[config.mk]
export PLATFORM = sky130hd
export DESIGN_NAME = fir_tdm
export DESIGN_NICKNAME = d
export VERILOG_FILES = /design/src/rtl/fir_pkg.sv /design/src/rtl/fir_mac.sv /design/src/rtl/fir_tdm.sv
export SDC_FILE = /design/constraint.sdc
export NUM_CORES = 1
export LEC_CHECK = 0
export BUFFER_PORTS_ARGS = -buffer_cell sky130_fd_sc_hd__buf_2
export CORE_MARGIN = 10
export CORE_UTILIZATION = 68
export DETAILED_ROUTE_END_ITERATION = 8
export GPL_ROUTABILITY_DRIVEN = 0
export MAX_ROUTING_LAYER = met4
export PLACE_DENSITY = 0.92
export RECOVER_POWER = 100
export SETUP_SLACK_MARGIN = 0.02
export SLEW_MARGIN = 20
export SYNTH_ARGS = -nofsm -noshare
export SYNTH_HDL_FRONTEND = slang
export SYNTH_SLANG_ARGS = --single-unit
export TNS_END_PERCENT = 50
[constraint.sdc]
create_clock -name clk -period 11.9 [get_ports clk]
set_clock_uncertainty 0.15 [all_clocks]
set_input_delay 0.595 -clock clk [delete_from_list [all_inputs] [get_ports clk]]
set_output_delay 0.595 -clock clk [all_outputs]
set_load 0.01 [all_outputs]
[src/rtl/fir_pkg.sv]
// Shared constants, width helpers and FSM encoding for the TDM FIR family.
package fir_pkg;

  localparam int DEF_BIT_PREC = 8;
  localparam int DEF_COEF_W   = 8;
  localparam int DEF_N_TAPS   = 8;
  localparam int DEF_N_CH     = 2;

  // Tap index width; the filter always has at least two taps.
  function automatic int tap_w(input int n_taps);
    return (n_taps > 1) ? $clog2(n_taps) : 1;
  endfunction

  // Channel tag width; a single-channel build still carries a 1-bit tag.
  function automatic int ch_w(input int n_ch);
    return (n_ch > 1) ? $clog2(n_ch) : 1;
  endfunction

  typedef enum logic [1:0] {
    IDLE = 2'd0,
    MAC  = 2'd1,
    DONE = 2'd2
  } fir_state_t;

endpackage

[src/rtl/fir_mac.sv]
// Signed multiply-accumulate with synchronous clear and enable.
module fir_mac #(
  parameter int A_W   = 8,
  parameter int B_W   = 8,
  parameter int ACC_W = 19
) (
  input  logic                    clk,
  input  logic                    rst_n,
  input  logic                    clr_i,
  input  logic                    en_i,
  input  logic signed [A_W-1:0]   a_i,
  input  logic signed [B_W-1:0]   b_i,
  output logic signed [ACC_W-1:0] acc_o
);

  localparam int P_W = A_W + B_W;

  logic signed [P_W-1:0]   a_ext;
  logic signed [P_W-1:0]   b_ext;
  logic signed [P_W-1:0]   prod;
  logic signed [ACC_W-1:0] prod_ext;
  logic signed [ACC_W-1:0] acc_q;
  logic signed [ACC_W-1:0] acc_d;

  // Operands are widened to the full product width so the multiply is exact.
  assign a_ext    = {{B_W{a_i[A_W-1]}}, a_i};
  assign b_ext    = {{A_W{b_i[B_W-1]}}, b_i};
  assign prod     = a_ext * b_ext;
  assign prod_ext = {{(ACC_W-P_W){prod[P_W-1]}}, prod};

  // Clear wins over enable; otherwise hold.
  always_comb begin
    acc_d = acc_q;
    if (clr_i) begin
      acc_d = '0;
    end else if (en_i) begin
      acc_d = acc_q + prod_ext;
    end
  end

  // Accumulator register.
  always_ff @(posedge clk or negedge rst_n) begin
    if (!rst_n) begin
      acc_q <= '0;
    end else begin
      acc_q <= acc_d;
    end
  end

  assign acc_o = acc_q;

endmodule

[src/rtl/fir_tdm.sv]
// Time-multiplexed multi-channel FIR: one shared MAC, per-channel delay lines,
// runtime-loadable coefficients shared by all channels.
//
//   state | meaning
//   IDLE  | waiting for a sample; coefficient writes allowed
//   MAC   | one tap per enabled cycle into the shared accumulator
//   DONE  | publish accumulator as a one-cycle result pulse
module fir_tdm
  import fir_pkg::*;
#(
  parameter  int BIT_PREC = DEF_BIT_PREC,
  parameter  int COEF_W   = DEF_COEF_W,
  parameter  int N_TAPS   = DEF_N_TAPS,
  parameter  int N_CH     = DEF_N_CH,
  localparam int TAP_W    = tap_w(N_TAPS),
  localparam int CH_W     = ch_w(N_CH),
  localparam int OUT_SIZE = BIT_PREC + COEF_W + TAP_W
) (
  input  logic                       clk,
  input  logic                       rst_n,
  input  logic                       fir_en,
  input  logic                       in_valid,
  output logic                       in_ready,
  input  logic [CH_W-1:0]            in_ch,
  input  logic signed [BIT_PREC-1:0] in_wave,
  input  logic                       coef_we,
  input  logic [TAP_W-1:0]           coef_addr,
  input  logic signed [COEF_W-1:0]   coef_data,
  output logic                       coef_ready,
  output logic                       out_valid,
  output logic [CH_W-1:0]            out_ch,
  output logic signed [OUT_SIZE-1:0] out_wave
);

  localparam logic [TAP_W-1:0] LAST_TAP = TAP_W'(N_TAPS - 1);

  fir_state_t state_q, state_d;
  logic [TAP_W-1:0] tap_q, tap_d;
  logic [CH_W-1:0]  ch_q, ch_d;
  logic             out_valid_q, out_valid_d;
  logic [CH_W-1:0]  out_ch_q;
  logic signed [OUT_SIZE-1:0] out_wave_q;

  logic signed [BIT_PREC-1:0] x_q [N_CH][N_TAPS];
  logic signed [COEF_W-1:0]   c_q [N_TAPS];

  logic signed [BIT_PREC-1:0] mac_x;
  logic signed [COEF_W-1:0]   mac_c;
  logic signed [OUT_SIZE-1:0] acc;

  logic ch_ok, addr_ok, idle_en, sample_take, coef_take, mac_en;

  // Range checks collapse to constants when the index width is fully used.
  if (N_CH == (1 << CH_W)) begin : g_ch_full
    assign ch_ok = 1'b1;
  end else begin : g_ch_part
    localparam logic [CH_W:0] N_CH_L = (CH_W + 1)'(N_CH);
    assign ch_ok = ({1'b0, in_ch} < N_CH_L);
  end

  if (N_TAPS == (1 << TAP_W)) begin : g_addr_full
    assign addr_ok = 1'b1;
  end else begin : g_addr_part
    localparam logic [TAP_W:0] N_TAPS_L = (TAP_W + 1)'(N_TAPS);
    assign addr_ok = ({1'b0, coef_addr} < N_TAPS_L);
  end

  assign idle_en     = fir_en && (state_q == IDLE);
  assign in_ready    = idle_en;
  assign coef_ready  = idle_en;
  // Out-of-range channels are consumed by the handshake but never processed.
  assign sample_take = in_valid && idle_en && ch_ok;
  assign coef_take   = coef_we && idle_en && addr_ok;
  assign mac_en      = fir_en && (state_q == MAC);

  // Next-state logic: every transition out of MAC/DONE waits for fir_en.
  always_comb begin
    state_d     = state_q;
    tap_d       = tap_q;
    ch_d        = ch_q;
    out_valid_d = 1'b0;
    case (state_q)
      IDLE: begin
        if (sample_take) begin
          state_d = MAC;
          tap_d   = '0;
          ch_d    = in_ch;
        end
      end
      MAC: begin
        if (fir_en) begin
          tap_d = tap_q + TAP_W'(1);
          if (tap_q == LAST_TAP) state_d = DONE;
        end
      end
      DONE: begin
        if (fir_en) begin
          state_d     = IDLE;
          out_valid_d = 1'b1;
        end
      end
      default: state_d = IDLE;
    endcase
  end

  // Control and result registers; results only change on a completed DONE.
  always_ff @(posedge clk or negedge rst_n) begin
    if (!rst_n) begin
      state_q     <= IDLE;
      tap_q       <= '0;
      ch_q        <= '0;
      out_valid_q <= 1'b0;
      out_ch_q    <= '0;
      out_wave_q  <= '0;
    end else begin
      state_q     <= state_d;
      tap_q       <= tap_d;
      ch_q        <= ch_d;
      out_valid_q <= out_valid_d;
      if (out_valid_d) begin
        out_ch_q   <= ch_q;
        out_wave_q <= acc;
      end
    end
  end

  // Per-channel delay lines; only the addressed channel shifts.
  always_ff @(posedge clk or negedge rst_n) begin
    if (!rst_n) begin
      for (int c = 0; c < N_CH; c++) begin
        for (int t = 0; t < N_TAPS; t++) x_q[c][t] <= '0;
      end
    end else if (sample_take) begin
      for (int c = 0; c < N_CH; c++) begin
        if (in_ch == CH_W'(c)) begin
          for (int t = N_TAPS - 1; t > 0; t--) x_q[c][t] <= x_q[c][t-1];
          x_q[c][0] <= in_wave;
        end
      end
    end
  end

  // Coefficient register file; resets to an identity (pass-through) filter.
  always_ff @(posedge clk or negedge rst_n) begin
    if (!rst_n) begin
      for (int t = 0; t < N_TAPS; t++) c_q[t] <= (t == 0) ? COEF_W'(1) : '0;
    end else if (coef_take) begin
      for (int t = 0; t < N_TAPS; t++) begin
        if (coef_addr == TAP_W'(t)) c_q[t] <= coef_data;
      end
    end
  end

  // Operand select for the current tap of the latched channel.
  always_comb begin
    mac_x = '0;
    mac_c = '0;
    for (int t = 0; t < N_TAPS; t++) begin
      if (tap_q == TAP_W'(t)) begin
        mac_c = c_q[t];
        for (int c = 0; c < N_CH; c++) begin
          if (ch_q == CH_W'(c)) mac_x = x_q[c][t];
        end
      end
    end
  end

  fir_mac #(
    .A_W  (BIT_PREC),
    .B_W  (COEF_W),
    .ACC_W(OUT_SIZE)
  ) u_mac (
    .clk  (clk),
    .rst_n(rst_n),
    .clr_i(sample_take),
    .en_i (mac_en),
    .a_i  (mac_x),
    .b_i  (mac_c),
    .acc_o(acc)
  );

  assign out_valid = out_valid_q;
  assign out_ch    = out_ch_q;
  assign out_wave  = out_wave_q;

endmodule

==> impl_metrics.env <==
export IMPL_status="finished with violations"
export IMPL_violations="max-capacitance violations, max-slew violations"
export IMPL_die_w_um=165
export IMPL_min_period_ns=8.88
export IMPL_finalMaxSlewViolations=374
export IMPL_wl_per_cell_um=20.5
export IMPL_max_slew_margin_pct=-195
export IMPL_finalNonFillerCells=1588
export IMPL_cp_max_fo=25
export IMPL_synthArstFlopShare_pct=100
export IMPL_crit_type="reg -> reg"
export IMPL_pin_count=48
export IMPL_fin_nets=1453
export IMPL_synthesis_nets=1424
export IMPL_clock_latency_ns=0.55
export IMPL_grt_max_degree=85
export IMPL_critPathCaptureType="flop"
export IMPL_r2r_start="tap_q[2]"
export IMPL_grt_overflow=0
export IMPL_dpl_hpwl_mm=21.4
export IMPL_r2r_end="u_mac.acc_o[17]"
export IMPL_drc=0
export IMPL_cp_required_ns=12.17
export IMPL_coreArea_sq_um=20900
export IMPL_fmax_ghz=0.113
export IMPL_ys_seq_area_share_pct=41.4
export IMPL_whs_ns=0.142
export IMPL_grt_pass1_vias=10843
export IMPL_synth_cell_types=58
export IMPL_regToRegSetupSlack_ns=3.02
export IMPL_worstMarginPinSlew_ns=4.42
export IMPL_vias=9962
export IMPL_post_cts_resized=0
export IMPL_vias_per_cell=6.27
export IMPL_cts_num_sinks=238
export IMPL_initial_core_util_pct=68.8
export IMPL_drive_above_1_share_pct=23.2
export IMPL_ant_nets=0
export IMPL_antenna_found_initial=0
export IMPL_antenna_cells=0
export IMPL_cts_tree="built"
export IMPL_synth_seq_cells=238
export IMPL_synthCells=1265
export IMPL_period_share_pct=74.6
export IMPL_ys_flop_type="dfrtp_1"
export IMPL_dr_pass1_iters=5
export IMPL_tns_ns=0
export IMPL_die_h_um=165
export IMPL_multi_input_area_sq_um=7650
export IMPL_setup_viol=0
export IMPL_cp_endpoint="u_mac.acc_o[17]"
export IMPL_seqCellArea_sq_um=5960
export IMPL_avgSynthCellArea_sq_um=11.4
export IMPL_cts_made_buffers=27
export IMPL_cts_root_buffer="clkbuf_16"
export IMPL_drv_cap=5
export IMPL_yosys_warnings=0
export IMPL_cp_start_kind="flop"
export IMPL_final_common_cell="dfrtp_1"
export IMPL_fillCellCount=1262
export IMPL_min_path_type="in -> reg"
export IMPL_rsz0062_at_grt="no"
export IMPL_worstPathArrival_ns=9.15
export IMPL_cts_max_level=1
export IMPL_synth_edf_count=0
export IMPL_reg2regPathDepth=20
export IMPL_grt_pass1_wl_mm=54.7
export IMPL_hold_viol_final=0
export IMPL_cts_max_path_buffers=3
export IMPL_die_area_sq_um=27400
export IMPL_area_delta_synth_final_pct=8.23
export IMPL_grt_total_usage_pct=25.4
export IMPL_numPortBuffers=47
export IMPL_wirelength_mm=32.6
export IMPL_final_cell_mix="236 x dfrtp_1, 213 x mux2_2, 129 x nand2_1"
export IMPL_drtIter0Drc=975
export IMPL_post_place_cells=1539
export IMPL_syn_cell_area_sq_um=14400
export IMPL_crit_start="tap_q[2]"
export IMPL_rows=53
export IMPL_clkTransAtPathRegs_ns=0.06
-- metal layers --
layer | up-vias | share of wire, % | GRT usage [%] | routed length, um
met1 | 5098 | 38 | 30.4 | 12600
met3 | 123 | 6.5 | 4.12 | 2140
met4 | 0 | 3.9 | 10.0 | 1260
li1 | 4325 | - | - | -
met2 | 416 | 51 | 42.3 | 16700
met5 | - | 0 | - | 0
-- worst min path at each step --
stage / start / end / slack (ns) / cells after the start
after global routing: in_wave[3] / x_q[123] / 0.14 / 2
after floorplan: rst_n / c_q[0] / 0.15 / 0
after detailed placement: out_wave[17] / out_wave[17] / 0.31 / 2
after CTS: in_wave[3] / x_q[123] / 0.13 / 2
final: in_wave[3] / x_q[123] / 0.14 / 2
after global placement: out_wave[16] / out_wave[16] / 0.30 / 2
-- critical path, cell delays in order (launching register included) --
cell and delay [ns]:
dfrtp_1 0.56, clkinv_1 0.57, ha_1 0.77, nor2_1 0.49
nand2_1 0.11, a41oi_1 0.75, nor2b_1 0.21, clkbuf_1 0.74
fa_1 0.58, fa_1 0.51, fa_1 0.56, fa_1 0.42
fa_1 0.45, ha_1 0.35, o21ai_0 0.12, o21bai_1 0.27
a21oi_1 0.16, o211ai_1 0.23, a31oi_1 0.15, and4b_1 0.23
or3_1 0.35
-- timing repair --
| item | in CTS | in global routing |
|---|---|---|
| endpoints found under the setup margin | 0 | 0 |
| hold buffers | 1 | 0 |
| setup buffers | 0 | 0 |
| endpoints found under the hold margin | 83 | 0 |
-- cells by family (layout without fill, tap and decap cells) --
| logic type | after synthesis | count (layout) | share of synthesized area, % |
|---|---|---|---|
| simple gates | 269 | 269 | 8.56 |
| mux | 256 | 256 | 19.8 |
| flops | 238 | 238 | 41.4 |
| buf+inv | 178 | 226 | 5.20 |
| compound gates | 172 | 172 | 7.77 |
| fa+ha+maj | 134 | 134 | 16.1 |
| xor+xnor | 18 | 18 | 1.10 |
-- final cells by class --
cell class	count	area share [%]
clock inverters	13	0.869
well taps	275	2.21
repair buffers	60	1.78
multi-input cells	849	49.2
inverters	118	2.85
flip-flops and latches	238	38.3
clock buffers	35	4.79
-- registers in the layout, summed over array words and instances, names as in the netlist --
register	flops
u_mac.acc_o	19
out_ch	1
out_valid	1
c_q	64
ch_q	1
state_q	2
out_wave	19
x_q	128
tap_q	3
-- through the flow --
| step | area (sq um) | worst slack, ns | util, % |
|---|---|---|---|
| after floorplan | 14400 | 4.51 | - |
| after global placement | 14800 | 3.82 | 70.7 |
| after detailed placement | 14800 | 3.47 | 70.7 |
| after CTS | 15700 | 3.37 | 74.9 |
| after global routing | 15600 | 1.56 | 74.5 |
| final | 15600 | 3.02 | 74.5 |
-- cell usage after synthesis, drive strengths merged, types with 2 or more instances --
cell type    n  area [sq um]
o211ai       2          15.0
mux2       227          2560
a41oi        2          17.5
inv        117           439
nor3b       12           110
or2          2          12.5
o22ai       13          81.3
fa          85          1700
nor2b       14          87.6
nor2        68           258
xnor2       12           105
a211o        2          17.5
o21bai       3          22.5
nand2b      13          81.3
nand3       12          60.1
o21ai       46           249
a211oi       6          45.0
mux2i       29           290
xor2         6          52.6
a221oi       8           101
a31oi        3          18.8
and2         4          25.0
a21oi       64           343
a41o         5          50.1
a221o        7          70.1
nand3b       6          45.0
o21a         3          22.5
nor3         2          15.0
ha          49           613
a21o         5          37.5
clkbuf      23          86.3
nand2      130           488
dfrtp      237          5930
buf         37           219
Power is not shown: default switching activity piles up to over one toggle a cycle in this logic, so the estimate is an artifact.
